**src/rtl/vga_timing_pkg.sv**
```systemverilog
// Shared types and constants for the VGA timing generator.
// Default timing is 800x600@60 Hz with a 40 MHz pixel clock.
package vga_timing_pkg;

    localparam int CNT_W     = 11;
    localparam int FRAME_W   = 16;
    localparam int MAX_TOTAL = 2048;

    localparam int DEF_H_ACTIVE = 800;
    localparam int DEF_H_FP     = 40;
    localparam int DEF_H_SYNC   = 128;
    localparam int DEF_H_BP     = 88;
    localparam int DEF_V_ACTIVE = 600;
    localparam int DEF_V_FP     = 1;
    localparam int DEF_V_SYNC   = 4;
    localparam int DEF_V_BP     = 23;

    typedef enum logic [1:0] {
        ST_ACTIVE = 2'd0,
        ST_FP     = 2'd1,
        ST_SYNC   = 2'd2,
        ST_BP     = 2'd3
    } axis_state_e;

    function automatic axis_state_e next_region(input axis_state_e s);
        case (s)
            ST_ACTIVE: return ST_FP;
            ST_FP:     return ST_SYNC;
            ST_SYNC:   return ST_BP;
            default:   return ST_ACTIVE;
        endcase
    endfunction

endpackage

```
**src/rtl/vga_axis_counter.sv**
```systemverilog
// One timing axis: position counter plus ACTIVE/FP/SYNC/BP region FSM.
// sync/blnk are registered from the next count so they line up with count.
module vga_axis_counter
    import vga_timing_pkg::*;
#(
    parameter int ACTIVE   = DEF_H_ACTIVE,
    parameter int FP       = DEF_H_FP,
    parameter int SYNC     = DEF_H_SYNC,
    parameter int BP       = DEF_H_BP,
    parameter bit SYNC_POL = 1'b1
) (
    input  logic             clk,
    input  logic             rst,
    input  logic             inc,
    output logic [CNT_W-1:0] count,
    output logic             sync,
    output logic             blnk,
    output logic             wrap
);

    localparam int TOTAL = ACTIVE + FP + SYNC + BP;
    localparam logic [CNT_W-1:0] LAST_ACT  = CNT_W'(ACTIVE - 1);
    localparam logic [CNT_W-1:0] LAST_FP   = CNT_W'(ACTIVE + FP - 1);
    localparam logic [CNT_W-1:0] LAST_SYNC = CNT_W'(ACTIVE + FP + SYNC - 1);
    localparam logic [CNT_W-1:0] LAST_TOT  = CNT_W'(TOTAL - 1);

    if (ACTIVE == 0 || FP == 0 || SYNC == 0 || BP == 0) begin : g_zero_param
        $error("vga_axis_counter: timing parameters must be non-zero");
    end
    if (TOTAL > MAX_TOTAL) begin : g_total_too_big
        $error("vga_axis_counter: total exceeds 11-bit counter range");
    end

    axis_state_e      r_state;
    logic [CNT_W-1:0] r_count;
    logic             r_sync;
    logic             r_blnk;

    axis_state_e      w_state_nxt;
    logic [CNT_W-1:0] w_count_nxt;
    logic [CNT_W-1:0] w_last;
    logic             w_sync_nxt;
    logic             w_blnk_nxt;

    always_ff @(posedge clk or negedge rst) begin
        if (!rst) begin
            r_state <= ST_ACTIVE;
            r_count <= '0;
            r_sync  <= ~SYNC_POL;
            r_blnk  <= 1'b0;
        end else begin
            r_state <= w_state_nxt;
            r_count <= w_count_nxt;
            r_sync  <= w_sync_nxt;
            r_blnk  <= w_blnk_nxt;
        end
    end

    // A region ends when the count sits on that region's last value.
    always_comb begin
        w_last      = LAST_TOT;
        w_state_nxt = r_state;
        w_count_nxt = r_count;
        case (r_state)
            ST_ACTIVE: w_last = LAST_ACT;
            ST_FP:     w_last = LAST_FP;
            ST_SYNC:   w_last = LAST_SYNC;
            default:   w_last = LAST_TOT;
        endcase
        if (inc) begin
            w_count_nxt = (r_count == LAST_TOT) ? '0 : r_count + 1'b1;
            if (r_count == w_last) begin
                w_state_nxt = next_region(r_state);
            end
        end
    end

    always_comb begin
        w_blnk_nxt = (w_state_nxt != ST_ACTIVE);
        w_sync_nxt = (w_state_nxt == ST_SYNC) ? SYNC_POL : ~SYNC_POL;
    end

    assign wrap  = inc && (r_count == LAST_TOT);
    assign count = r_count;
    assign sync  = r_sync;
    assign blnk  = r_blnk;

endmodule

```
**src/rtl/vga_timing.sv**
```systemverilog
// VGA timing source: horizontal and vertical axis counters chained on line end,
// plus a frame-start strobe and frame counter for game-logic pacing.
module vga_timing
    import vga_timing_pkg::*;
#(
    parameter int H_ACTIVE = DEF_H_ACTIVE,
    parameter int H_FP     = DEF_H_FP,
    parameter int H_SYNC   = DEF_H_SYNC,
    parameter int H_BP     = DEF_H_BP,
    parameter int V_ACTIVE = DEF_V_ACTIVE,
    parameter int V_FP     = DEF_V_FP,
    parameter int V_SYNC   = DEF_V_SYNC,
    parameter int V_BP     = DEF_V_BP,
    parameter bit SYNC_POL = 1'b1
) (
    input  logic               clk,
    input  logic               rst,
    input  logic               ce,
    output logic [CNT_W-1:0]   hcount_out,
    output logic               hsync_out,
    output logic               hblnk_out,
    output logic [CNT_W-1:0]   vcount_out,
    output logic               vsync_out,
    output logic               vblnk_out,
    output logic               frame_start,
    output logic [FRAME_W-1:0] frame_cnt
);

    logic               w_h_wrap;
    logic               w_v_wrap;
    logic               w_v_inc;
    logic               w_frame_wrap;
    logic               r_frame_start;
    logic [FRAME_W-1:0] r_frame_cnt;

    vga_axis_counter #(
        .ACTIVE  (H_ACTIVE),
        .FP      (H_FP),
        .SYNC    (H_SYNC),
        .BP      (H_BP),
        .SYNC_POL(SYNC_POL)
    ) u_h_axis (
        .clk  (clk),
        .rst  (rst),
        .inc  (ce),
        .count(hcount_out),
        .sync (hsync_out),
        .blnk (hblnk_out),
        .wrap (w_h_wrap)
    );

    assign w_v_inc = ce & w_h_wrap;

    vga_axis_counter #(
        .ACTIVE  (V_ACTIVE),
        .FP      (V_FP),
        .SYNC    (V_SYNC),
        .BP      (V_BP),
        .SYNC_POL(SYNC_POL)
    ) u_v_axis (
        .clk  (clk),
        .rst  (rst),
        .inc  (w_v_inc),
        .count(vcount_out),
        .sync (vsync_out),
        .blnk (vblnk_out),
        .wrap (w_v_wrap)
    );

    // Both axes wrapping together means the next edge shows (0,0).
    assign w_frame_wrap = w_h_wrap & w_v_wrap;

    always_ff @(posedge clk or negedge rst) begin
        if (!rst) begin
            r_frame_start <= 1'b0;
            r_frame_cnt   <= '0;
        end else begin
            r_frame_start <= w_frame_wrap;
            if (w_frame_wrap) begin
                r_frame_cnt <= r_frame_cnt + 1'b1;
            end
        end
    end

    assign frame_start = r_frame_start;
    assign frame_cnt   = r_frame_cnt;

endmodule

```
**config.mk**
```make
export PLATFORM = sky130hd
export DESIGN_NAME = vga_timing
export DESIGN_NICKNAME = d
export VERILOG_FILES = /design/src/rtl/vga_timing_pkg.sv /design/src/rtl/vga_axis_counter.sv /design/src/rtl/vga_timing.sv
export SDC_FILE = /design/constraint.sdc
export NUM_CORES = 1
export LEC_CHECK = 0
export BUFFER_PORTS_ARGS = -buffer_cell sky130_fd_sc_hd__buf_4
export CAP_MARGIN = 40
export CORE_MARGIN = 1.5
export CORE_UTILIZATION = 40
export DETAILED_ROUTE_END_ITERATION = 16
export PLACE_DENSITY = 0.62
export SLEW_MARGIN = 5
export SYNTH_ARGS = -nofsm -noshare
export SYNTH_HDL_FRONTEND = slang
export SYNTH_HIERARCHICAL = 1
export SYNTH_SLANG_ARGS = --single-unit
```
**constraint.sdc**
```tcl
create_clock -name clk -period 3.2 [get_ports clk]
set_input_delay 0.64 -clock clk [delete_from_list [all_inputs] [get_ports clk]]
set_output_delay 0.64 -clock clk [all_outputs]
set_load 0.01 [all_outputs]
```
# Word-level counts from Yosys, hierarchy flattened
# Index checks and enable logic that the tools add are counted.
# word_totals
out_inout_bits	43
ff_bits	47
# op_classes
n_bitwise	2
n_reduce_logical	6
n_eq_ne	10
n_addsub	3
mux	12
# op_table
operator	count
$pmux W11 S3	1
$add A11 B1 Y11 const B	2
$mux W11	2
$pmux W6 S3	1
$add A16 B1 Y16 const B	1
$pmux W2 S3	2
$eq A11 B10 Y1	1
$eq A11 B10 Y1 const B	1
$eq A11 B11 Y1	1
$eq A11 B11 Y1 const B	1
$eq A2 B2 Y1 const B	4
$mux W2	4
$eq A2 B1 Y1 const B	2
$logic_not A2 Y1	2
$reduce_bool A2 Y1	2
$and A1 B1 Y1	2
$logic_and A1 B1 Y1	2
$mux W1	2

# Longest topological paths before layout
# depth
depth_word	7
depth_mapped	12
depth_no_buf	10

# Cells and area by module
# The synthesis kept the hierarchy.
# modules_own_cells
mod	cells_each	area_per_inst_um2	seq_area_each_um2	instances
vga_axis_counter (u_v_axis)	76	823.3	375.4	1
vga_axis_counter (u_h_axis)	80	814.5	375.4	1
vga_timing	62	750.7	425.4	1

# Worst setup path after synthesis
# Ideal clock, no wire load.
# synth_timing
path_kind	reg2reg
startpoint	register u_h_axis.r_count[5] (netlist: u_h_axis/count[5])
endpoint	register r_frame_cnt[9] (netlist: frame_cnt[9])
stages_incl_launch_ff	12
t_arrival_ps	3457
setup_slack_ps	-337
required_ps	3121
synth_period_minus_slack_ps	3537
setup_time_ps	79
cell_sequence	dfrtp_1 -> or4_1 -> or2_0 -> nor3b_1 -> and2_1 -> clkbuf_1 -> nand4_1 -> nor4_2 -> nand4_2 -> nor3_2 -> and3_1 -> xor2_1
# synth_via
elab_chain_len	5
# synth_lines
item	line_no	rtl
from (decl)	vga_axis_counter.sv:35	logic [CNT_W-1:0] r_count;
from (signal assigned)	vga_axis_counter.sv:53	r_count <= w_count_nxt;
$eq A11 B11 Y1	vga_axis_counter.sv:83	assign wrap = inc && (r_count == LAST_TOT);
$logic_and A1 B1 Y1	vga_axis_counter.sv:83	
named net w_h_wrap	vga_timing.sv:29	logic w_h_wrap;
$and A1 B1 Y1	vga_timing.sv:52	assign w_v_inc = ce & w_h_wrap;
named net w_v_inc	vga_timing.sv:31	logic w_v_inc;
$logic_and A1 B1 Y1	vga_axis_counter.sv:83	
named net w_v_wrap	vga_timing.sv:30	logic w_v_wrap;
$and A1 B1 Y1	vga_timing.sv:71	assign w_frame_wrap = w_h_wrap & w_v_wrap;
to (signal assigned)	vga_timing.sv:80	r_frame_cnt <= r_frame_cnt + 1'b1;
to (decl)	vga_timing.sv:34	logic [FRAME_W-1:0] r_frame_cnt;
# The timed path passes the listed nets, and every way through them passes these cells.
# A chain may end at the register's enable or synchronous reset.

# Worst setup path in the final report
# Same ends and word-level chain as after synthesis.

==> results.json <==
{
  "status": "complete, no violations",
  "hpwl_microns": 3440,
  "ys_ff_latch": 47,
  "cts_tree": "built",
  "synth_cells": 218,
  "grt_overflow": 0,
  "fp-row-count": 27,
  "drv_slew": 0,
  "diodes": 0,
  "grt_pass1_vias": 1750,
  "tns_ns": 0,
  "ys_warn_count": 6,
  "clk_path_buf_depth": 2,
  "arrival_ns": 3.11,
  "worstMarginPinSlew_ns": 0.585,
  "cts_root_buffer": "clkbuf_8",
  "cp_cell_sequence": "or4_1, or2_0, nor3b_2, and2_1, nand4_1, nor4_4, nand4_2, nor3_2, and3_1, xor2_1",
  "chipHeight_microns": 80.3,
  "seq_area_frac_synth_pct": 49.2,
  "antenna_found_initial": 0,
  "fp.dieW_microns": 80.3,
  "post_cts_resized": 0,
  "num_vias": 1803,
  "p_per_area_mw_per_mm2": 438,
  "grt_pass1_wl_microns": 8290,
  "p_seq_share_pct": 53.6,
  "ctsHtreeMaxLevel": 2,
  "critPathSlowestCell": "or4_1",
  "placed_area_sq_mm": 0.00285,
  "hold_slack_ns": 0.333,
  "cp.required_ns": 3.43,
  "setup_viol": 0,
  "final_nets": 283,
  "cts-buffers-inserted": 5,
  "maxSlewHeadroom_pct": 61.0,
  "path_clk_slew_ns": 0.09,
  "die-area_sq_mm": 0.00644,
  "synth_edf_count": 0,
  "netSwitchingPower_w": 0.000374,
  "intPower_w": 0.000919,
  "cap_viol_max_count": 0,
  "drt_iter0_markers": 81,
  "max_freq_ghz": 0.347,
  "core_area_sq_mm": 0.00564,
  "netSwitchingFraction_pct": 28.9,
  "clk_latency_ns": 0.30,
  "postCtsHoldBufs": 0,
  "pin_count": 46,
  "power.leakage_nw": 1.43,
  "syn_area_sq_mm": 0.00239,
  "postSynth.asyncResetShare_pct": 100,
  "grt_usage_pct": 16.7,
  "numClockSinks": 47,
  "synthToLayoutAreaGrowth_pct": 23.5,
  "combPwrFrac_pct": 16.7,
  "syn_avg_cell_area_sq_um": 11.0,
  "end_kind": "flop",
  "first_pass_iters": 4,
  "fill_cells": 529,
  "synth_ff_type": "dfrtp_1",
  "fin_area_sq_mm": 0.00295,
  "antenna_left": 0,
  "crit_fanout": 4,
  "drive_gt1_share_pct": 27.6,
  "port_buffers": 45,
  "cpPeakStageDelay_ns": 0.54,
  "clock_power_share_pct": 29.7,
  "clock_skew_ns": 0.0130,
  "startpoint_type": "flop",
  "grt_start_max_net_pins": 48,
  "rsz0062_at_grt": "no",
  "min_period_ns": 2.88,
  "initial_core_util_pct": 42.3,
  "worstSetupPathType": "flop to flop",
  "power.total_w": 0.00129,
  "period_share_pct": 90.1,
  "syn-num-nets": 230,
  "hold_class": "input port to async pin",
  "irDropWorstVdd_mv": 0.326,
  "postCtsSetupBuffers": 0,
  "hold_viol_final": 0,
  "vias_per_cell": 5.24,
  "wl_per_cell_microns": 14.0,
  "synth_cell_types": 44,
  "gp_congestion": 0.771,
  "utilization_pct": 52.3,
  "wirelength_microns": 4810,
  "drcViolationCount": 0
}
-- synth_stat cells (3+ instances only) --
library cell  number  area, sq um
nand2_1           17         63.8
nand4_1           12         75.1
nand3_1           11         55.1
xnor2_1           22          193
nor3_1             4         20.0
ha_1               9          113
mux2i_1            7         70.1
mux2_2             3         33.8
nor2_1            18         67.6
xor2_1            12          105
clkbuf_1           3         11.3
nor3_2             3         30.0
dfrtp_1           47         1180
inv_1              8         30.0
and3_1             7         43.8
-- routing by layer --
| metal | routed length [microns] | up-vias | GRT usage, % |
|---|---|---|---|
| li1 | - | 865 | - |
| met1 | 2340 | 887 | 22.9 |
| met2 | 2210 | 44 | 25.9 |
| met3 | 196 | 7 | 3.30 |
| met4 | 72 | 0 | 6.21 |
| met5 | 0 | - | 0 |
-- layout by cell type, fill, tap and decap left out, drive strengths merged, types with 2 or more instances in the layout --
| cell | count |
|---|---|
| a31oi | 2 |
| and2 | 2 |
| and3 | 8 |
| and4 | 2 |
| buf | 51 |
| clkbuf | 6 |
| dfrtp | 47 |
| ha | 9 |
| inv | 9 |
| mux2 | 4 |
| mux2i | 7 |
| nand2 | 17 |
| nand2b | 2 |
| nand3 | 11 |
| nand3b | 2 |
| nand4 | 13 |
| nor2 | 18 |
| nor3 | 7 |
| nor4 | 2 |
| o21ai | 2 |
| or2 | 2 |
| or4b | 2 |
| xnor2 | 22 |
| xor2 | 12 |
-- cell type report --
type	count	area (sq um)	share of cell area, %
sequential	47	1180	39.9
multi-input combinational	158	1170	39.8
timing repair buffer	51	383	13.0
tap	72	90.1	3.05
clock buffer	6	82.6	2.80
inverter	8	30.0	1.02
clock inverter	2	13.8	0.466
-- power by group through the flow --
stage | clock [W] | combinational [W] | sequential, W
final | 0.000384 | 0.000216 | 0.000693
after detailed placement | 0 | 0.000219 | 0.000704
after CTS | 0.000401 | 0.000219 | 0.000694
after global placement | 0 | 0.000216 | 0.000706
after global routing | 0.000422 | 0.000237 | 0.000703
after floorplan | 0 | 0.0000883 | 0.000715
-- worst max-delay path, delay by kind of cell, from the launching register on --
kind             cells  cell delay, ns
XOR/XNOR             1            0.13
flip-flops           1            0.38
AND/OR/NAND/NOR      9            2.31
-- final timing paths --
path,from,end,slack (ns),cells past startpoint
max reg2reg,u_h_axis/count[5]$_DFFE_PN0P_,frame_cnt[9]$_DFFE_PN0P_,0.32,10
max in group asynchronous,rst,u_h_axis/r_state[1]$_DFF_PN0_,2.46,1
max,u_h_axis/count[5]$_DFFE_PN0P_,frame_cnt[9]$_DFFE_PN0P_,0.32,10
min,rst,u_v_axis/blnk$_DFF_PN0_,0.33,1
min reg2reg,frame_cnt[15]$_DFFE_PN0P_,frame_cnt[15]$_DFFE_PN0P_,0.48,1
min in group clk,frame_cnt[15]$_DFFE_PN0P_,frame_cnt[15]$_DFFE_PN0P_,0.48,1
-- registers in the layout (all words and copies together) (netlist names) --
register          flops
u_h_axis/r_state      2
frame_cnt            16
u_v_axis/count       11
u_h_axis/sync         1
u_v_axis/r_state      2
u_v_axis/blnk         1
u_v_axis/sync         1
u_h_axis/count       11
frame_start           1
u_h_axis/blnk         1
-- per-stage QoR --
| stage | instances | setup WS [ns] |
|---|---|---|
| finish | 344 | 0.318 |
| global route | 344 | 0.0285 |
| CTS | 344 | 0.288 |
| floorplan | 218 | 0.0536 |
| detailed placement | 336 | 0.302 |
| global placement | 336 | 0.378 |
-- logic make-up after synthesis --
family / synth area share, %
compound gates: 3.46
simple gates: 23.0
fa+ha+maj: 4.71
flops: 49.2
buf+inv: 2.15
xor+xnor: 12.5
mux: 4.98
Power figures use the tool's default switching activity.
